$ cat config.mk
export PLATFORM = sky130hd
export DESIGN_NAME = tdm_demux4
export DESIGN_NICKNAME = d
export VERILOG_FILES = /design/src/rtl/tdm_pkg.sv /design/src/rtl/tdm_sync_fsm.sv /design/src/rtl/tdm_demux4.sv
export SDC_FILE = /design/constraint.sdc
export NUM_CORES = 1
export LEC_CHECK = 0
export ABC_CLOCK_PERIOD_IN_PS = 1840
export BUFFER_PORTS_ARGS = -buffer_cell sky130_fd_sc_hd__buf_2
export CAP_MARGIN = 15
export CORE_AREA = 2 2 39 41
export CTS_CLUSTER_SIZE = 25
export DETAILED_ROUTE_END_ITERATION = 8
export DIE_AREA = 0 0 41 43
export PLACE_DENSITY_LB_ADDON = 0.15
export SLEW_MARGIN = 40
export SYNTH_ARGS = -nofsm -noshare
export SYNTH_HDL_FRONTEND = slang
export SYNTH_HIERARCHICAL = 1
export SYNTH_SLANG_ARGS = --single-unit
$ cat constraint.sdc
create_clock -name clk -period 1.84 [get_ports clk]
set_clock_uncertainty 0.2 [all_clocks]
set_input_delay 0.276 -clock clk [delete_from_list [all_inputs] [get_ports clk]]
set_output_delay 0.276 -clock clk [all_outputs]
set_load 0.05 [all_outputs]
$ cat src/rtl/tdm_pkg.sv
// rtl/tdm_pkg.sv - shared types and slot constants for the tdm_demux4 receiver
package tdm_pkg;

    typedef enum logic {
        HUNT   = 1'b0,
        LOCKED = 1'b1
    } state_t;

    localparam int SLOTS = 4;

    typedef logic [1:0] slot_t;

    // Slot index to lane mapping, identical to the transmit mux select encoding
    localparam slot_t SLOT_A = 2'd0;
    localparam slot_t SLOT_B = 2'd1;
    localparam slot_t SLOT_C = 2'd2;
    localparam slot_t SLOT_D = 2'd3;

endpackage

$ cat src/rtl/tdm_sync_fsm.sv
// rtl/tdm_sync_fsm.sv - frame alignment FSM: slot counter, store/commit strobes, sync_err
module tdm_sync_fsm
    import tdm_pkg::*;
(
    input  logic  clk,
    input  logic  rst,
    input  logic  in_valid,
    input  logic  sof,
    output slot_t slot,
    output logic  store,
    output slot_t store_slot,
    output logic  commit,
    output logic  sync_err
);

    state_t state;

    // A beat with sof always restarts the frame at slot 0, locked or not
    always_comb begin
        store      = 1'b0;
        store_slot = slot;
        commit     = 1'b0;
        if (in_valid) begin
            if (sof) begin
                store      = 1'b1;
                store_slot = SLOT_A;
            end else if (state == LOCKED && slot != SLOT_A) begin
                store  = 1'b1;
                commit = (slot == SLOT_D);
            end
        end
    end

    always_ff @(posedge clk) begin
        if (rst) begin
            state    <= HUNT;
            slot     <= SLOT_A;
            sync_err <= 1'b0;
        end else begin
            sync_err <= 1'b0;
            if (in_valid) begin
                if (sof) begin
                    sync_err <= (state == LOCKED) && (slot != SLOT_A);
                    state    <= LOCKED;
                    slot     <= SLOT_B;
                end else if (state == LOCKED) begin
                    if (slot == SLOT_A) begin
                        sync_err <= 1'b1;
                        state    <= HUNT;
                    end else begin
                        slot <= slot + slot_t'(1);
                    end
                end
            end
        end
    end

endmodule

$ cat src/rtl/tdm_demux4.sv
// rtl/tdm_demux4.sv - 1:4 TDM demux with sof alignment; TDM_DEMUX_STATS_EN adds frame/error counters
module tdm_demux4
    import tdm_pkg::*;
#(
    parameter int WIDTH = 1
) (
    input  logic             clk,
    input  logic             rst,
    input  logic             in_valid,
    input  logic [WIDTH-1:0] din,
    input  logic             sof,
    output logic [WIDTH-1:0] a,
    output logic [WIDTH-1:0] b,
    output logic [WIDTH-1:0] c,
    output logic [WIDTH-1:0] d,
    output logic             s1,
    output logic             s2,
    output logic             frame_valid,
    output logic             sync_err
`ifdef TDM_DEMUX_STATS_EN
    ,
    output logic [15:0]      frame_cnt,
    output logic [7:0]       err_cnt
`endif
);

    slot_t            slot;
    slot_t            store_slot;
    logic             store;
    logic             commit;
    logic [WIDTH-1:0] shadow0;
    logic [WIDTH-1:0] shadow1;
    logic [WIDTH-1:0] shadow2;

    tdm_sync_fsm u_fsm (
        .clk        (clk),
        .rst        (rst),
        .in_valid   (in_valid),
        .sof        (sof),
        .slot       (slot),
        .store      (store),
        .store_slot (store_slot),
        .commit     (commit),
        .sync_err   (sync_err)
    );

    assign s1 = slot[1];
    assign s2 = slot[0];

    // The slot-3 beat goes straight to d, so only three shadow registers exist
    always_ff @(posedge clk) begin
        if (rst) begin
            shadow0     <= '0;
            shadow1     <= '0;
            shadow2     <= '0;
            a           <= '0;
            b           <= '0;
            c           <= '0;
            d           <= '0;
            frame_valid <= 1'b0;
        end else begin
            frame_valid <= commit;
            if (store && !commit) begin
                case (store_slot)
                    SLOT_A:  shadow0 <= din;
                    SLOT_B:  shadow1 <= din;
                    SLOT_C:  shadow2 <= din;
                    default: ;
                endcase
            end
            if (commit) begin
                a <= shadow0;
                b <= shadow1;
                c <= shadow2;
                d <= din;
            end
        end
    end

`ifdef TDM_DEMUX_STATS_EN
    // Counters follow the registered pulses, so they settle one cycle after them
    always_ff @(posedge clk) begin
        if (rst) begin
            frame_cnt <= '0;
            err_cnt   <= '0;
        end else begin
            if (frame_valid)
                frame_cnt <= frame_cnt + 16'd1;
            if (sync_err && err_cnt != 8'hFF)
                err_cnt <= err_cnt + 8'd1;
        end
    end
`else
`endif

endmodule

### Yosys cells after proc, flatten, opt, wreduce, memory -nomap -nowiden

Cells that the tools add are included.
Widths: inputs -> output; s select.

* register bits after elaboration: 12
* latch bits: 0
* memory bits (writable): 0
* bits in read-only memories: 0
* output and inout port bits: 8
* memories: 0

* $add $sub $neg: 1
* multiply operators: 0
* divide/modulo/power cells: 0
* magnitude comparators: 0
* equality and inequality tests: 4
* shift-type cells: 0
* muxes and demuxes: 17
* bitwise operators: 1
* reduce and logical (&&, ||, !) cells: 12

Operators by type and width (count)
* $mux 1: 12
* $mux 2: 5
* $reduce_and 2->1: 3
* $eq 2x2->1 const B: 2
* $logic_not 2->1: 2
* $reduce_bool 2->1: 2
* $reduce_and 3->1: 1
* $add 2x1->2 const B: 1
* $eq 2x1->1 const B: 1
* $logic_and 1x1->1: 2
* $ne 2x2->1 const B: 1
* $reduce_or 2->1: 1
* $logic_not 1->1: 1
* $not 1->1: 1

### Logic depth before layout (Yosys ltp)

Gate-level depths: netlist of the first run.

* depth after elaboration: 8
* mapped depth: 7
* mapped depth without buffers: 6

### By module

The synthesis of the first run kept the hierarchy.

Modules (own cells, without submodules)
* tdm_demux4: times used 1, cells each 29, area each 340.3 sq um, seq. area each 160.2 sq um
* tdm_sync_fsm: times used 1, cells each 26, area each 224.0 sq um, seq. area each 80.1 sq um

### Least setup slack after synthesis of the first run

No wires, ideal clock.

* kind: register to register
* start: reg u_fsm.slot[0]
* end: reg shadow1
* setup time: 120 ps
* arrival: 1900 ps
* required time: 1520 ps
* setup slack: -380 ps
* cell stages (with the launch flop): 8
* buffers on the path: 1
* path through: dfxtp_1 -> inv_1 -> ha_1 -> and4bb_1 -> and2_1 -> buf_6 -> and4bb_1 -> mux2i_1

* cells in the longest elaborated chain, start to end: 8
* elaborated cells between the ends (all ways): 15
* classes of those cells: eq/ne (2); mux (8); reduce/logical (5)

Ends and longest elaborated chain
* start: declaration: line tdm_sync_fsm.sv:9 `output slot_t slot,`
* start signal: assignment: line tdm_sync_fsm.sv:51 `slot <= slot + slot_t'(1);`
* $reduce_bool 2->1: line tdm_sync_fsm.sv:27 `end else if (state == LOCKED && slot != SLOT_A) begin`
* $logic_and 1x1->1: line tdm_sync_fsm.sv:27
* $mux 1 *: line tdm_sync_fsm.sv:27
* $mux 1 *: line tdm_sync_fsm.sv:24 `if (sof) begin`
* $mux 1 *: line tdm_sync_fsm.sv:23 `if (in_valid) begin`
* via commit: line tdm_demux4.sv:30 `logic commit;`
* $logic_not 1->1 *: line tdm_demux4.sv:63 `if (store && !commit) begin`
* $logic_and 1x1->1 *: line tdm_demux4.sv:63
* $reduce_and 2->1 (no source line) *
* end signal: assignment: line tdm_demux4.sv:66 `SLOT_B: shadow1 <= din;`
* end: declaration: line tdm_demux4.sv:32 `logic [WIDTH-1:0] shadow1;`

The timed path passes the listed nets; every way through them passes the cells marked *.
A chain may end at the register's enable or synchronous reset.

### Final worst setup path of the first run

* start: reg u_fsm.slot[0]
* end: reg shadow0

* cells in the longest elaborated chain, start to end: 8
* elaborated cells between the ends (all ways): 15
* classes of those cells: eq/ne (1); mux (8); reduce/logical (6)

Ends and longest elaborated chain
* $reduce_bool 2->1: line tdm_sync_fsm.sv:27
* $logic_and 1x1->1: line tdm_sync_fsm.sv:27
* $mux 1 *: line tdm_sync_fsm.sv:27
* $mux 1 *: line tdm_sync_fsm.sv:24
* $mux 1 *: line tdm_sync_fsm.sv:23
* via commit: line tdm_demux4.sv:30
* $logic_not 1->1 *: line tdm_demux4.sv:63
* $logic_and 1x1->1 *: line tdm_demux4.sv:63
* $reduce_and 2->1 (no source line) *
* end signal: assignment: line tdm_demux4.sv:65 `SLOT_A: shadow0 <= din;`
* end: declaration: line tdm_demux4.sv:31 `logic [WIDTH-1:0] shadow0;`

Marks and branches as above.

==> results of run 1 <==
-- how the worst max path moves through the flow --
stage | depth (start not counted) | from | to
final | 6 | u_fsm/slot[0] | shadow0
after global routing | 6 | u_fsm/slot[1] | shadow2
after CTS | 6 | u_fsm/slot[0] | shadow0
after detailed placement | 6 | u_fsm/slot[1] | shadow2
after global placement | 6 | u_fsm/slot[1] | shadow2
after floorplan | 7 | u_fsm/slot[0] | shadow1
-- per-layer routing --
metal / part of all wire / vias up
li1: - / 230
met1: 0.47 / 195
met2: 0.46 / 11
met3: 0.055 / 2
met4: 0.015 / 0
met5: 0 / -
-- cells in the mapped netlist --
library cell / count
o21a_1: 2
inv_1: 2
clkbuf_1: 1
buf_6: 1
or2b_1: 1
nand2b_1: 4
nor4b_4: 1
and4bb_1: 3
dfxtp_1: 12
and2_1: 1
or3_1: 1
nor3_1: 1
nor2b_1: 2
mux2i_1: 7
xnor2_1: 1
nor2_1: 5
nand2_1: 3
ha_1: 2
a21oi_1: 3
a22oi_1: 1
a31oi_1: 1
-- metrics by stage --
step           TNS, ns  std cells  setup slack, ns  instance area, um2  hold slack (ns)
5_1_grt              0         91          0.00830                 724           0.0849
3_3_place_gp         0         87         0.000243                 697            0.257
6_report             0         91           0.0770                 724           0.0728
3_5_place_dp   -0.0258         87          -0.0132                 697            0.267
2_1_floorplan        0         55           0.0169                 587            0.136
4_1_cts              0         91           0.0610                 724           0.0688
-- area by class of cell --
class                   instances  area, um2
clock buffers                   4       26.3
fillers                       130        659
inverters                       2       10.0
multi-input cells              39        315
flip-flops and latches         12        248
well taps                      16       20.0
repair buffers                 18        105
-- where the power goes --
part / total, mW / switching (mW) / leakage, nW / internal [mW]
logic: 0.0583 / 0.0311 / 0.197 / 0.0272
registers: 0.266 / 0.00324 / 0.0987 / 0.263
clock network: 0.169 / 0.0855 / 0.0150 / 0.0838
-- cells by family (layout without fill, tap and decap cells) --
family	after synthesis	after routing	share of synthesized area
muxes	7	7	0.124
xor gates and xnor gates	1	1	0.0155
DFF	12	12	0.426
AOI/OAI and AO/OA	7	7	0.0776
buffers and inverters	4	24	0.0399
and+or+nand+nor	22	22	0.273
adders and majority gates	2	2	0.0443
-- worst max-delay path, delay by kind of cell (launching register included) --
kind	cells	cell delay [ns]
fa+ha+maj	1	0.12
buf+inv	1	0.07
flops	1	0.35
mux	1	0.20
simple gates	3	0.77
==> summary.txt, run 1 <==
Critical path
  • Crit path arrival time: approximately 1.8 ns
  • FF-to-FF setup slack: 0.08 ns
  • Crit Path Category: flip-flop to flip-flop
  • Reg-to-reg endpoint: shadow0
  • Startpoint types: flip-flop
  • Delay of the slowest critical-path stage: 0.35 ns
  • Nature of the critical path endpoint: flip-flop
  • Crit path max-delay cell type: dfxtp_4
  • CP cell instances: inv_2 -> ha_4 -> and4bb_1 -> and2_2 -> nor4b_4 -> mux2i_1
  • Required time of the critical path: 1.85 ns
  • Cells on worst reg2reg path: 6
  • Crit Path Max Fanout: 8
  • R2R Path Start: u_fsm/slot[0]

Drt
  • Final wirelength: 1.01 mm
  • Initial DRT Pass Iterations: 2
  • Via count: 438
  • Iter 0 DRT Violations: 1
  • DRT antenna net count: 0
  • Number of vias per cell: between 4 and 5
  • DR WL/cell: 11.1 um
  • Post-route DRC: 0

Final layout
  • Area Overhead vs Synth: 28.4%
  • Max reg flops: 2
  • Nets: 83
  • Most frequent cells in the layout: buf_2 (12), dfxtp_1 (10), mux2i_1 (7)
  • Share of layout cells above drive strength 1: 0.373
  • N_diodes: 0
  • Commonest non-fill, non-tap cell in the layout: buf_2
  • Util after Layout: 0.524
  • Most flops, register: u_fsm/slot

Clocking
  • Total CTS buffers: 3
  • Clock buffer depth: 2
  • CTS sink cnt: 12
  • TritonCTS clock tree: done
  • Clock Latency Late Sink: between 0.2 and 0.3 ns
  • Hold Buf Count CTS: 0
  • PostCTS Resize Cnt: 1
  • H-tree Lvls: 1
  • Worst-path clk slew: 0.08 ns
  • Root buffer cell: clkbuf_4
  • Post-CTS Repair Setup Buffers: 0

Global routing
  • Initial antenna violation count: 0
  • GRT busiest layer: met2
  • Met2 Use GR: 0.209
  • Global-route wire length before repair: 1.72 mm
  • Total GRT Usage: 0.147
  • Met3 Usage GRT: 0.0471
  • Met1 Usage GRT: 0.180
  • Vias in the first global route: 432
  • Pin count of the biggest net entering global routing: 14
  • GR Overflow Total: 0

Synthesis
  • Cell taking the most area after synthesis: dfxtp_1
  • Post-Syn Instances: 55
  • Yosys Warn Count: 6
  • Synthesized area per cell: ~10 um2
  • Area share of the largest cell type after synthesis: 0.426
  • Synthesized flop and latch total: 12
  • Synthesized area: roughly 560 um2
  • Post-synthesis sequential area ratio: 0.426
  • Netlist cell types: 21
  • Synthesized net count: 62
  • Synth area leaders: dfxtp_1 (43%), mux2i_1 (12%), and4bb_1 (6.7%)

Power
  • IR drop worst, VDD: ~0.33 mV
  • Leakage: slightly above 0.3 nW
  • Power, Total: 0.494 mW
  • P per Cell Area: roughly 680 nW/um2

Worst hold path
  • Hold path start: din
  • Min-Delay Path Class: primary input to flip-flop
  • Cell count of the worst hold path: 3
  • Hold Crit Endpoint: d

Timing
  • Unrepaired setup endpoints after global routing: false
  • Highest clock rate: 567 MHz
  • Slew Limit Fails: 0
  • Max-slew headroom: 0.758
  • Minimum clock period: about 1.8 ns
  • Final Setup Violations: 0
  • Worst-Margin Slew: 0.363 ns
  • Final hold violation count: 0
  • Fin crit share: 0.958

Die
  • Core area: around 1400 um2
  • Width of the chip: 41 um
  • Die ar.: about 1800 um2
  • IO Pins: 13
  • Die Ht: between 40 and 50 um
  • Starting Density: 0.408
  • # rows: 14

Place
  • Final GP Congestion: 0.696
  • Post-DP HPWL: about 780 um
  • Port Buffers: 12

Outcome
  • Status: complete, no violations

Run
  • Max-cap viol count: 0
Power figures use the tool's default switching activity.
==> run 2, diff against run 1 <==
- ABC_CLOCK_PERIOD_IN_PS: 1840 -> 1850
- CTS_CLUSTER_SIZE: 25 -> 8
- clock period: 1.84 -> 1.85 ns (I/O delays scaled with it)
==> summary.txt, run 2 (same netlist as run 1, synthesis figures left out) <==
Timing
  • Final hold violation count: 0
  • Setup TNS: 0 ns
  • Max-slew headroom: 0.725
  • Highest clock rate: roughly 580 MHz
  • Slew Limit Fails: 0
  • Final Setup Violations: 0
  • Minimum clock period: 1.73 ns
  • Final WS setup: between 0.1 and 0.15 ns
  • Unrepaired setup endpoints after global routing: false
  • Worst-Margin Slew: 0.412 ns
  • Fin crit share: 0.934

Final layout
  • Area occupied by multi-input gates: 317 um2
  • Util after Layout: 0.526
  • Nets: 82
  • Most flops, register: u_fsm/slot
  • Max reg flops: 2
  • Area Overhead vs Synth: 29.0%
  • Post-Layout Cell Count: 90
  • FF+latch area: 248 um2
  • Most frequent cells in the layout: buf_2 (12), dfxtp_1 (10), mux2i_1 (7)
  • Fillers: between 100 and 150
  • N_diodes: 0
  • Share of layout cells above drive strength 1: 0.378
  • Commonest non-fill, non-tap cell in the layout: buf_2

Clocking
  • Clock buffer depth: 2
  • Post-CTS Repair Setup Buffers: 0
  • H-tree Lvls: 1
  • Hold Buf Count CTS: 0
  • Total CTS buffers: 3
  • Clock Latency Late Sink: ~0.28 ns
  • CTS sink cnt: 12
  • Worst-path clk slew: approximately 0.080 ns
  • TritonCTS clock tree: done
  • Root buffer cell: clkbuf_4

Critical path
  • Delay of the slowest critical-path stage: 0.36 ns
  • Worst path depth: 6
  • Required time of the critical path: 1.86 ns
  • Crit path arrival time: 1.74 ns
  • Crit Path Max Fanout: 8
  • Buffers & Inverters on Critical Path: 1
  • Crit path max-delay cell type: dfxtp_4
  • CP cell instances: inv_4 -> ha_4 -> and4bb_1 -> and2_4 -> nor4b_4 -> mux2i_1
  • Crit Path Category: flip-flop to flip-flop
  • Nature of the critical path endpoint: flip-flop
  • Cell family with most CP delay: simple AND/OR/NAND/NOR gates
  • Cells on worst reg2reg path: 6
  • Startpoint types: flip-flop

Drt
  • Via count: around 440
  • DRT antenna net count: 0
  • Initial DRT Pass Iterations: 4
  • DR WL/cell: 11.5 um
  • Final wirelength: approximately 1.0 mm
  • Post-route DRC: 0
  • Iter 0 DRT Violations: 12
  • Number of vias per cell: between 4 and 5

Outcome
  • Status: complete, no violations

Power
  • Comb pwr share: 0.105
  • Clk pwr share: 0.400
  • IR drop worst, VDD: about 0.38 mV
  • Part of the power in registers: 0.495
  • Switching power: between 0.1 and 0.15 mW
  • P per Cell Area: ~730 nW/um2
  • Leakage: around 0.31 nW
  • Power, Total: around 0.53 mW
  • Internal power: 0.407 mW
  • Sw Ratio: 0.239

Worst hold path
  • Min-Delay Path Class: primary input to flip-flop
  • Cell count of the worst hold path: 3

Die
  • IO Pins: 13
  • Core area: 1380 um2
  • Width of the chip: around 40 um
  • # rows: 14
  • Starting Density: 0.408
  • Die Ht: around 43 um
  • Die ar.: approximately 1800 um2

Global routing
  • Initial antenna violation count: 0
  • GR Overflow Total: 0
  • Vias in the first global route: 405
  • Total GRT Usage: 0.154
  • Pin count of the biggest net entering global routing: 14
  • Global-route wire length before repair: about 1.7 mm

Run
  • Max-cap viol count: 0

Place
  • Cells after DPL: 86
  • Post-DP HPWL: 769 um
  • DP Worst Slack: -0.0267 ns
  • Final GP Congestion: between 0.6 and 0.7
  • Port Buffers: 12
[run 2: through the flow]
step / hold slack (ns) / cell area (um2)
floorplan: 0.137 / 587
global placement: 0.251 / 689
detailed placement: 0.258 / 689
CTS: 0.0561 / 727
global route: 0.0778 / 728
finish: 0.0675 / 728
[run 2: final cells by class]
| class | count | area share |
|---|---|---|
| clock buffers | 4 | 0.0498 |
| inverters | 2 | 0.0137 |
| multi-input cells | 39 | 0.435 |
| flip-flops and latches | 12 | 0.340 |
| well taps | 16 | 0.0275 |
| repair buffers | 17 | 0.134 |
[run 2: power by group through the flow]
| stage | logic [mW] | registers [mW] | clock network, mW |
|---|---|---|---|
| finish | 0.0564 | 0.265 | 0.214 |
| detailed placement | 0.0575 | 0.271 | 0 |
| CTS | 0.0572 | 0.265 | 0.218 |
| global route | 0.0626 | 0.265 | 0.234 |
| global placement | 0.0566 | 0.270 | 0 |
| floorplan | 0.0279 | 0.278 | 0 |
[run 2: metal layers]
layer	GRT usage	routed length, um	vias up
li1	-	-	228
met1	0.184	495	198
met2	0.216	465	11
met3	0.0471	48	5
met4	0.120	30	0
met5	0	0	-
[run 2: worst min-delay path, cell delays in order]
cell,delay [ns]
buf_2,0.09
mux2i_1,0.06
nor2_1,0.08
[run 2: final timing paths]
kind / slack, ns / from / end
worst max register to register: 0.12 / u_fsm/slot[1] / shadow0
worst min register to register: 0.27 / u_fsm/state / u_fsm/sync_err
worst max-delay path: 0.12 / u_fsm/slot[1] / shadow0
worst min-delay path: 0.07 / din / d
[run 2: timing repair]
action                     4_1_cts  5_1_grt
pin swaps                        0        0
resized for setup                1        1
setup endpoints to repair        3        1
==> run 3, diff against run 2 <==
--- a/config.mk
+++ b/config.mk
@@ -9,8 +9,10 @@
 export BUFFER_PORTS_ARGS = -buffer_cell sky130_fd_sc_hd__buf_2
 export CAP_MARGIN = 15
-export CORE_AREA = 2 2 39 41
-export CTS_CLUSTER_SIZE = 8
+export CELL_PAD_IN_SITES_DETAIL_PLACEMENT = 2
+export CELL_PAD_IN_SITES_GLOBAL_PLACEMENT = 2
+export CORE_MARGIN = 2
+export CORE_UTILIZATION = 30
+export CTS_CLUSTER_SIZE = 12
 export DETAILED_ROUTE_END_ITERATION = 8
-export DIE_AREA = 0 0 41 43
 export PLACE_DENSITY_LB_ADDON = 0.15
 export SLEW_MARGIN = 40
==> constraint.sdc (replaced) <==
create_clock -name clk -period 1.85 [get_ports clk]
set_clock_uncertainty 0.2 [all_clocks]
set_input_delay 0.4625 -clock clk [delete_from_list [all_inputs] [get_ports clk]]
set_output_delay 0.4625 -clock clk [all_outputs]
set_load 0.05 [all_outputs]
==> summary.txt, run 3 (same netlist as run 1, synthesis figures left out) <==
Outcome
  • Status: complete, no violations

Clocking
  • H-tree Lvls: 1
  • TritonCTS clock tree: done
  • Total CTS buffers: 3
  • Worst-path clk slew: about 0.080 ns
  • Clock Latency Late Sink: 0.27 ns
  • Hold Buf Count CTS: 0
  • Root buffer cell: clkbuf_4
  • CTS sink cnt: 12
  • Clock buffer depth: 2

Global routing
  • Vias in the first global route: 465
  • Total GRT Usage: 0.135
  • Initial antenna violation count: 0
  • Global-route wire length before repair: roughly 2.1 mm
  • Pin count of the biggest net entering global routing: 14
  • GR Overflow Total: 0

Timing
  • Final Setup Violations: 0
  • Final WS setup: 0.0959 ns
  • Max-slew headroom: 0.767
  • Unrepaired setup endpoints after global routing: false
  • Hold slack final: 0.286 ns
  • Fin crit share: 0.948
  • Minimum clock period: approximately 1.8 ns
  • Highest clock rate: 570 MHz
  • Final hold violation count: 0
  • Worst-Margin Slew: about 0.35 ns
  • Slew Limit Fails: 0

Die
  • Core area: 1750 um2
  • IO Pins: 13
  • Die ar.: roughly 2200 um2
  • Starting Density: 0.323
  • # rows: 15
  • Width of the chip: approximately 47 um
  • Die Ht: around 47 um

Power
  • IR drop worst, VDD: approximately 0.48 mV
  • P per Cell Area: about 700 nW/um2
  • Power, Total: approximately 0.53 mW
  • Leakage: 0.327 nW

Critical path
  • Crit path arrival time: around 1.7 ns
  • Startpoint types: flip-flop
  • Required time of the critical path: about 1.8 ns
  • Buffers & Inverters on Critical Path: 1
  • CP cell instances: inv_2 -> ha_4 -> and4bb_1 -> and2_4 -> nor4b_4 -> mux2i_1
  • FF-to-FF setup slack: about 0.096 ns
  • Crit Path Category: flip-flop to flip-flop
  • Delay of the slowest critical-path stage: 0.34 ns
  • Crit Path Max Fanout: 8
  • Nature of the critical path endpoint: flip-flop
  • Crit path max-delay cell type: dfxtp_4
  • Cell family with most CP delay: simple AND/OR/NAND/NOR gates

Final layout
  • Util after Layout: 0.438
  • Max reg flops: 2
  • Fillers: 197
  • Area Overhead vs Synth: 35.5%
  • Share of layout cells above drive strength 1: 0.416
  • Most flops, register: u_fsm/slot
  • Nets: 85
  • Commonest non-fill, non-tap cell in the layout: buf_2
  • N_diodes: 0
  • Most frequent cells in the layout: buf_2 (12), dfxtp_1 (10), buf_4 (8)

Drt
  • DRT antenna net count: 0
  • Initial DRT Pass Iterations: 4
  • Via count: between 400 and 500
  • Number of vias per cell: approximately 4.6
  • Post-route DRC: 0
  • Iter 0 DRT Violations: 4
  • Final wirelength: around 1.3 mm
  • DR WL/cell: around 13 um

Worst hold path
  • Min-Delay Path Class: flip-flop to flip-flop

Place
  • Port Buffers: 12
  • Final GP Congestion: a little over 0.7
  • DP Worst Slack: -0.0746 ns
  • Post-DP HPWL: approximately 1.0 mm

Run
  • Max-cap viol count: 0
[run 3: final cells by class]
cell class,instances,area (um2),share of cell area
tap,25,31.3,0.0409
clock buffer,4,36.3,0.0475
inverter,2,10.0,0.0131
timing repair buffer,20,120,0.157
sequential,12,248,0.324
multi-input combinational,39,319,0.417
[run 3: timing repair]
item / 4_1_cts / 5_1_grt
pin swaps: 0 / 1
hold endpoints to repair: 0 / 0
endpoints found under the setup margin: 5 / 1
resized for setup: 2 / 1
setup buffers: 0 / 1
[run 3: worst reg2reg max path: stages (launching register included)]
cell	delay (ns)
dfxtp_4	0.34
inv_2	0.07
ha_4	0.12
and4bb_1	0.23
and2_4	0.21
nor4b_4	0.29
mux2i_1	0.22
[run 3: per-layer routing]
layer,track usage,share of wire
met1,0.161,0.43
met2,0.241,0.53
met3,0.0577,0.042
met4,0,0
met5,0,0
[run 3: final timing paths]
path | end | startpoint | cells past startpoint
hold / removal | u_fsm/sync_err | u_fsm/state | 2
setup reg to reg | shadow0 | u_fsm/slot[0] | 6
hold reg to reg | u_fsm/sync_err | u_fsm/state | 2
setup / recovery | shadow0 | u_fsm/slot[0] | 6
[run 3: power by group]
part	total [mW]	internal (mW)	switching, mW
sequential	0.265	0.261	0.00337
clock	0.206	0.120	0.0861
combinational	0.0624	0.0289	0.0335
total	0.533	0.410	0.123
[run 3: through the flow]
stage	TNS, ns	instance area (um2)	std cells
after floorplan	0	587	55
after global placement	-0.0737	716	97
after detailed placement	-0.204	716	97
after CTS	0	754	101
after global routing	0	764	102
final	0	764	102
